File: config.mk
export PLATFORM = sky130hd
export DESIGN_NAME = vend_credit
export DESIGN_NICKNAME = d
export VERILOG_FILES = /design/src/rtl/vend_pkg.sv /design/src/rtl/vend_credit.sv
export SDC_FILE = /design/constraint.sdc
export NUM_CORES = 1
export LEC_CHECK = 0
export BUFFER_PORTS_ARGS = -buffer_cell sky130_fd_sc_hd__buf_2
export CORE_UTILIZATION = 49
export DETAILED_ROUTE_END_ITERATION = 16
export PLACE_DENSITY = 0.73
export SYNTH_ARGS = -nofsm -noshare
export SYNTH_HDL_FRONTEND = slang
export SYNTH_SLANG_ARGS = --single-unit
export TNS_END_PERCENT = 30
File: constraint.sdc
create_clock -name clk -period 3 [get_ports clk]
set_clock_uncertainty 0.05 [all_clocks]
set_input_delay 0.6 -clock clk [delete_from_list [all_inputs] [get_ports clk]]
set_output_delay 0.6 -clock clk [all_outputs]
set_load 0.02 [all_outputs]
File: src/rtl/vend_pkg.sv
// Shared types and coin values for the vend_credit controller.
package vend_pkg;

  // Controller states: accepting coins, one-cycle dispense, paying out change.
  typedef enum logic [1:0] {
    IDLE   = 2'd0,
    VEND   = 2'd1,
    CHANGE = 2'd2
  } vend_state_t;

  // Coin denominations in cents.
  localparam int NICKEL_C  = 5;
  localparam int DIME_C    = 10;
  localparam int QUARTER_C = 25;

endpackage

File: src/rtl/vend_credit.sv
// Coin-operated vending controller with an accumulating credit register,
// configurable price, dime/nickel change return and cancel/refund.
module vend_credit
  import vend_pkg::*;
#(
  parameter int PRICE    = 15,
  parameter int CREDIT_W = 7
) (
  input  logic                clk,
  input  logic                reset,
  input  logic                N,
  input  logic                D,
  input  logic                Q,
  input  logic                cancel,
  input  logic                chg_ack,
  output logic                Open,
  output logic                chg_N,
  output logic                chg_D,
  output logic                coin_reject,
  output logic [CREDIT_W-1:0] credit,
  output logic                busy
);

  // Reject illegal parameterisations at elaboration.
  if ((PRICE % 5) != 0 || PRICE < 5) begin : g_bad_price
    $error("vend_credit: PRICE must be a positive multiple of 5");
  end
  if ((64'd1 << CREDIT_W) <= 64'(PRICE + 20)) begin : g_bad_width
    $error("vend_credit: CREDIT_W too narrow for PRICE + 20");
  end

  localparam logic [CREDIT_W-1:0] PRICE_V   = CREDIT_W'(PRICE);
  localparam logic [CREDIT_W-1:0] NICKEL_V  = CREDIT_W'(NICKEL_C);
  localparam logic [CREDIT_W-1:0] DIME_V    = CREDIT_W'(DIME_C);
  localparam logic [CREDIT_W-1:0] QUARTER_V = CREDIT_W'(QUARTER_C);

  vend_state_t         state;
  vend_state_t         state_next;
  logic [CREDIT_W-1:0] credit_next;
  logic [CREDIT_W-1:0] coin_value;
  logic                coin_any;
  logic                coin_one;
  logic                reject_next;
  logic                want_dime;
  logic                want_nickel;

  // Decode the coin inputs: any activity, exactly-one-hot, and its value.
  always_comb begin
    coin_any   = N | D | Q;
    coin_one   = 1'b0;
    coin_value = '0;
    case ({N, D, Q})
      3'b100: begin coin_one = 1'b1; coin_value = NICKEL_V;  end
      3'b010: begin coin_one = 1'b1; coin_value = DIME_V;    end
      3'b001: begin coin_one = 1'b1; coin_value = QUARTER_V; end
      default: begin coin_one = 1'b0; coin_value = '0;       end
    endcase
  end

  // Change-coin selector: largest coin that fits the remaining credit.
  always_comb begin
    want_dime   = 1'b0;
    want_nickel = 1'b0;
    if (state == CHANGE) begin
      if (credit >= DIME_V) begin
        want_dime = 1'b1;
      end else if (credit >= NICKEL_V) begin
        want_nickel = 1'b1;
      end else begin
        want_nickel = 1'b0;
      end
    end else begin
      want_dime = 1'b0;
    end
  end

  // Next state, next credit and whether last cycle's coin was refused.
  always_comb begin
    state_next  = state;
    credit_next = credit;
    reject_next = 1'b0;
    case (state)
      IDLE: begin
        if (cancel) begin
          // Cancel always wins over a simultaneous coin.
          reject_next = coin_any;
          if (credit != '0) begin
            state_next = CHANGE;
          end else begin
            state_next = IDLE;
          end
        end else if (coin_one) begin
          credit_next = credit + coin_value;
          if (credit_next >= PRICE_V) begin
            state_next = VEND;
          end else begin
            state_next = IDLE;
          end
        end else begin
          reject_next = coin_any;
        end
      end
      VEND: begin
        reject_next = coin_any;
        credit_next = credit - PRICE_V;
        if (credit_next != '0) begin
          state_next = CHANGE;
        end else begin
          state_next = IDLE;
        end
      end
      CHANGE: begin
        reject_next = coin_any;
        if (chg_ack) begin
          if (want_dime) begin
            credit_next = credit - DIME_V;
          end else if (want_nickel) begin
            credit_next = credit - NICKEL_V;
          end else begin
            credit_next = credit;
          end
          if (credit_next == '0) begin
            state_next = IDLE;
          end else begin
            state_next = CHANGE;
          end
        end else begin
          state_next = CHANGE;
        end
      end
      default: begin
        state_next  = IDLE;
        credit_next = '0;
      end
    endcase
  end

  // State, credit and the registered Open / coin_reject strobes.
  always_ff @(posedge clk) begin
    if (!reset) begin
      state       <= IDLE;
      credit      <= '0;
      Open        <= 1'b0;
      coin_reject <= 1'b0;
    end else begin
      state       <= state_next;
      credit      <= credit_next;
      Open        <= (state_next == VEND);
      coin_reject <= reject_next;
    end
  end

  assign chg_D = want_dime;
  assign chg_N = want_nickel;
  assign busy  = (state != IDLE);

endmodule

==> metrics.md, run 1 <==
| Metric | Value |
|---|---|
| Total length of routed met3 wires | 226 um |
| Synthesized area | 0.00161 sq mm |
| Final setup viols | 0 |
| Port Buffers | 18 |
| Setup ws final | 0.154 ns |
| Async set-reset flop share out of synthesis | 0% |
| P&R area growth vs syn | 18.3% |
| Avg Cell Area, Syn | 7.65 sq um |
| Layout cells sized above 1 | 26.4% |
| M1 WL | 1920 um |
| Worst Setup Path Type | reg2out |
| Fmax | 351 MHz |
| Area contributors post-synth | dfxtp_1, ha_1, nand2_1, inv_1, nor2b_1 |
| Reg2Reg Depth | 9 |
| Initial DRC count | 136 |
| Hold Slack | 0.612 ns |
| Period Utilization, post-route | 94.9% |
| Max-cap violations | 0 |
| Clock sink count | 11 |
| Worst-margin pin slew | 0.582 ns |
| Pint | 0.700 mW |
| R2r setup slk | 0.23 ns |
| Startpoint types | register |
| Core ar. | 0.00308 sq mm |
| Library cells used by synthesis | 60 |
| Die Wd | 59.3 um |
| Cell area after placement | 0.00185 sq mm |
| Outcome | complete, no violations |
| Number of global-route vias before repair | 1581 |
| Initial antenna violation count | 0 |
| Static leakage | 0.900 nW |
| Syn. warnings | 0 |
| Htree depth | 1 |
| Die footprint | 0.00351 sq mm |
| Worst hold stages | 2 |
| Top delay family on crit path | simple AND/OR/NAND/NOR gates |
| Pre-CTS WS | -0.127 ns |
| Fin cells | 286 |
| Clock Tree Buf Depth | 2 |
| Highest ir drop seen on vdd | 0.407 mV |
| Syn_nets | 235 |
| Met2 WL post-DR | 2120 um |
| Initial Utilization | 52.2% |
| Stages on the worst setup path | 7 |
| Main flop type after synthesis | dfxtp_1 |
| Ports | 19 |
| Most common cell in the synthesized netlist | ha_1 |
| Layout fillers | 311 |
| Worst Min Path Start | reset |
| Root Buffer | clkbuf_4 |
| Crit path DAT | 2.20 ns |
| Hold crit path type | in2reg |
| Net count reported at finish | 268 |
| Final min period | 2.85 ns |
| Gr usage total | 27.7% |
| Worst path bufs/invs | 3 |
| Pwr Total | 1.43 mW |
| Pin count of the biggest net entering global routing | 18 |
| DRC | 0 |
| Seq/Total Area, Yosys | 13.7% |
| Post-Synthesis Cells | 210 |
| Yosys reg bits | 11 |
| Pwr Density | 751 mW/mm^2 |
| Final hold violation count | 0 |
| Die Y | 59.3 um |
| Num CTS Buffers | 3 |
| Reg2reg end | state[1]$_SDFF_PN0_ |
| Crit path top cell by count | inv_1 |
| Max Used Layer | met4 |
| Synth area leader | dfxtp_1 |
| CP max stage delay | 0.55 ns |
| First-pass DRT Iterations | 4 |
| Global-route wire length before repair | 7320 um |
| Placed insts | 282 |
| # rows | 20 |
| Routed vias | 1704 |
| Hpwl dp | 3520 um |
| CP Max Fanout | 8 |
| CP Cell Sequence | inv_1, ha_1, nand2_1, and3_1, or3_1, inv_1, buf_2 |
| Logic pwr share | 76.2% |
| Drt total wl | 4450 um |
| DR WL/cell | 15.5 um |
| Worst skew pair latency | 0.28 ns |
| Final GP Congestion | 0.931 |
| Vias/cell | 5.96 |
| Post-route cell area | 0.00190 sq mm |
| Synth top cells by count | ha_1, nand2_1, inv_1, nor2_1 |
| Overflow after GRT | 0 |
| P_sw | 0.728 mW |
| Clk pwr share | 7.8% |
| Inserted Diodes | 0 |
| WHS Endpoint | credit[6]$_SDFFE_PN0P_ |
| Worst r2r src | credit[1]$_SDFFE_PN0P_ |
| CP max stage cell | or3_1 |
| Req. time, crit path | 2.35 ns |
| Routed Antenna Nets | 0 |
| CTS tree | built |
| Crit. End Element | output port |
| Worst-path clk slew | 0.09 ns |
| Slew Limit Fails | 0 |
| EDFF count, synth | 0 |
| Rel. slew slack | 60.9% |
| Sw Share | 51.0% |
| Yosys top cell area share | 13.7% |
| Hold-fix buffers, CTS | 0 |
| Seq pwr share | 16.0% |
-- per-stage QoR --
stage                     TNS [ns]  util [%]
after detailed placement    -0.127      60.2
after floorplan                  0         -
after CTS                        0      61.1
after global routing      -0.00118      61.7
after global placement     -0.0608      60.2
final                            0      61.7
-- cells by family (layout without fill, tap and decap cells) --
family	after synthesis	after routing	share of synthesized area (%)
AO/OA/AOI/OAI	65	65	31.0
XOR/XNOR	10	10	5.45
adder cells (fa/ha/maj)	18	18	14.5
buffers and inverters	28	60	7.94
flip-flops	11	11	13.7
multiplexers	3	3	2.18
AND/OR/NAND/NOR	75	75	25.2
-- final cells by class --
type	instances	area, sq um	area share (%)
inverters	15	56.3	2.96
multi-input cells	171	1280	67.3
well taps	44	55.1	2.90
flip-flops and latches	11	220	11.6
clock buffers	4	26.3	1.38
repair buffers	41	263	13.8
-- what timing repair did --
| item | in CTS | in global routing |
|---|---|---|
| setup buffers | 0 | 0 |
| setup endpoints to repair | 0 | 1 |
| resized for setup | 0 | 6 |
| hold endpoints to repair | 0 | 0 |
-- state kept, by name (all words and copies together) (netlist names) --
| register | cells |
|---|---|
| state | 2 |
| coin_reject | 1 |
| credit | 7 |
| Open | 1 |
-- routing by layer --
metal | global-route usage (%) | vias up
met5 | 0 | -
met3 | 2.18 | 16
li1 | - | 825
met1 | 36.4 | 807
met4 | 11.9 | 0
met2 | 46.1 | 56
-- power by group through the flow --
stage	combinational [mW]	clock, mW	sequential, mW
floorplan	0.719	0	0.253
global placement	1.05	0	0.229
detailed placement	1.06	0	0.230
CTS	1.06	0.110	0.227
global route	1.18	0.118	0.233
finish	1.09	0.112	0.228
-- cell usage in the layout, fill, tap and decap left out, drive strengths merged, types with 8 or more instances in the layout --
cell type / count
a21oi: 8
buf: 41
dfxtp: 11
ha: 17
inv: 15
nand2: 16
nand3: 10
nor2: 14
nor2b: 9
o21ai: 12
-- worst max-delay path by stage --
stage                            endpoint                    from
after global routing      Open$_SDFF_PN0_                       D
after floorplan           Open$_SDFF_PN0_                       D
after global placement    Open$_SDFF_PN0_                       D
after detailed placement  Open$_SDFF_PN0_                       D
final                               chg_N  credit[1]$_SDFFE_PN0P_
after CTS                 Open$_SDFF_PN0_                       D
No activity file was read; power rests on OpenSTA's default activity.
==> inputs of run 2 (changes only) <==
- CAP_MARGIN: unset -> 10
- CORE_MARGIN: unset -> 4
==> run 2 against run 1 <==
Sequential power fell by 2%. Sequential cell count unchanged. Via count shrank 2.2%. Largest power group unchanged. Final area down 1.1%. Combinational power barely moved. Die area up 21%. Worst hold slack worse by 0.0020 ns. Count of clock-buffer cells in the layout did not move. Highest routed layer unchanged. Wire length decreased by 2.8%. Critical endpoint is now Open$_SDFF_PN0_. Critical path depth rose by 7. Fmax increased by 0.90%. Largest cell class unchanged.
==> metrics.md, run 2 (synthesis gave the netlist of run 1 again) <==
| Metric | Value |
|---|---|
| Final min period | 2.82 ns |
| Worst-path clk slew | 0.07 ns |
| Die Y | 65.3 um |
| Worst skew pair latency | 0.27 ns |
| # rows | 20 |
| Routed Antenna Nets | 0 |
| Crit path DAT | 2.92 ns |
| Routed vias | 1667 |
| Port Buffers | 18 |
| Final setup viols | 0 |
| Net count reported at finish | 266 |
| Largest register by flop count | credit |
| Pwr Density | 746 mW/mm^2 |
| Drt total wl | 4320 um |
| Overflow after GRT | 0 |
| Static leakage | 0.892 nW |
| Final setup TNS | 0 ns |
| Period Utilization, post-route | 94.0% |
| Fmax | 355 MHz |
| Clock Tree Buf Depth | 2 |
| Crit. End Element | register |
| Startpoint types | input pin |
| Logic pwr share | 76.4% |
| Ports | 19 |
| Largest register FFs | 7 |
| Cell area after placement | 0.00184 sq mm |
| Sw Share | 51.1% |
| Hold crit path type | in2reg |
| P&R area growth vs syn | 17.0% |
| Final GP Congestion | 0.938 |
| Gr usage total | 21.9% |
| Htree depth | 1 |
| Die Wd | 65.3 um |
| Die footprint | 0.00426 sq mm |
| Clk pwr share | 7.6% |
| CTS tree | built |
| Initial Utilization | 51.8% |
| Number of global-route vias before repair | 1620 |
| Clock sink count | 11 |
| Num CTS Buffers | 3 |
| Initial DRC count | 159 |
| Final hold violation count | 0 |
| Regs by FF count | credit: 7 flops, state: 2 flops |
| First-pass DRT Iterations | 5 |
| Worst Setup Path Type | in2reg |
| Inserted Diodes | 0 |
| Hpwl dp | 3480 um |
| Seq pwr share | 16.0% |
| P_sw | 0.716 mW |
| Fin cells | 284 |
| DRC | 0 |
| Most common cell after layout, fill and taps aside | buf_4 |
| DR WL/cell | 15.2 um |
| Global-route wire length before repair | 7340 um |
| Pin count of the biggest net entering global routing | 19 |
| # Post-CTS Setup Buffers | 0 |
| Vias/cell | 5.87 |
| Post-route cell area | 0.00188 sq mm |
| Req. time, crit path | 3.10 ns |
| Reg2Reg Depth | 9 |
| Initial antenna violation count | 0 |
| CP Max Fanout | 4 |
| Max-cap violations | 0 |
| Pint | 0.686 mW |
| Slew Limit Fails | 0 |
| Root Buffer | clkbuf_4 |
| Most frequent cells in the layout | buf_4, buf_2, ha_1 |
| Layout cells sized above 1 | 24.6% |
| Worst hold stages | 2 |
| Placed insts | 280 |
| Worst-margin pin slew | 0.627 ns |
| Core ar. | 0.00310 sq mm |
| Outcome | complete, no violations |
| Rel. slew slack | 58.2% |
| Highest ir drop seen on vdd | 0.313 mV |
run 2: critical path, stage by stage:
cell	delay [ns]
buf_2	0.11
nor2_1	0.06
and2_1	0.15
or2_2	0.27
ha_1	0.20
inv_1	0.07
fa_1	0.18
nor2b_1	0.05
o21a_1	0.18
or3_1	0.35
a221oi_2	0.23
nand3_1	0.10
o2111a_1	0.25
nor2b_1	0.12
run 2: power groups by stage:
stage	clock [mW]	combinational, mW	sequential [mW]
after floorplan	0	0.719	0.253
after global placement	0	1.04	0.224
after CTS	0.110	1.05	0.221
after global routing	0.115	1.18	0.230
after detailed placement	0	1.05	0.225
final	0.107	1.07	0.224
run 2: area by class of cell:
cell class	instances	area [sq um]
multi-input cells	171	1270
fillers	309	1220
repair buffers	39	248
flip-flops and latches	11	220
inverters	15	60.1
well taps	44	55.1
clock buffers	4	26.3
run 2: worst paths after layout:
kind,from,end,slack (ns)
worst max-delay path,D,Open$_SDFF_PN0_,0.18
worst min-delay path,reset,credit[6]$_SDFFE_PN0P_,0.61
worst min register to register,state[0]$_SDFF_PN0_,state[0]$_SDFF_PN0_,0.63
worst max register to register,credit[2]$_SDFFE_PN0P_,state[1]$_SDFF_PN0_,0.38
run 2: timing repair:
action / CTS / global route
setup endpoints to repair: 0 / 3
resized for setup: 0 / 3
hold buffers: 0 / 0
run 2: stage by stage:
step	hold WS [ns]	total power, mW	worst slack [ns]	util [%]
2_1_floorplan	0.570	0.971	0.122	-
6_report	0.610	1.40	0.179	60.6
3_3_place_gp	0.613	1.26	-0.0600	59.2
5_1_grt	0.618	1.53	-0.0135	60.6
4_1_cts	0.603	1.38	0.144	60.1
3_5_place_dp	0.622	1.27	-0.145	59.2
run 2: metal layers:
| metal | vias up | routed length (um) | GRT usage [%] |
|---|---|---|---|
| li1 | 828 | - | - |
| met1 | 764 | 1850 | 28.0 |
| met2 | 61 | 2070 | 36.5 |
| met3 | 14 | 238 | 2.22 |
| met4 | 0 | 160 | 10.9 |
| met5 | - | 0 | 0 |
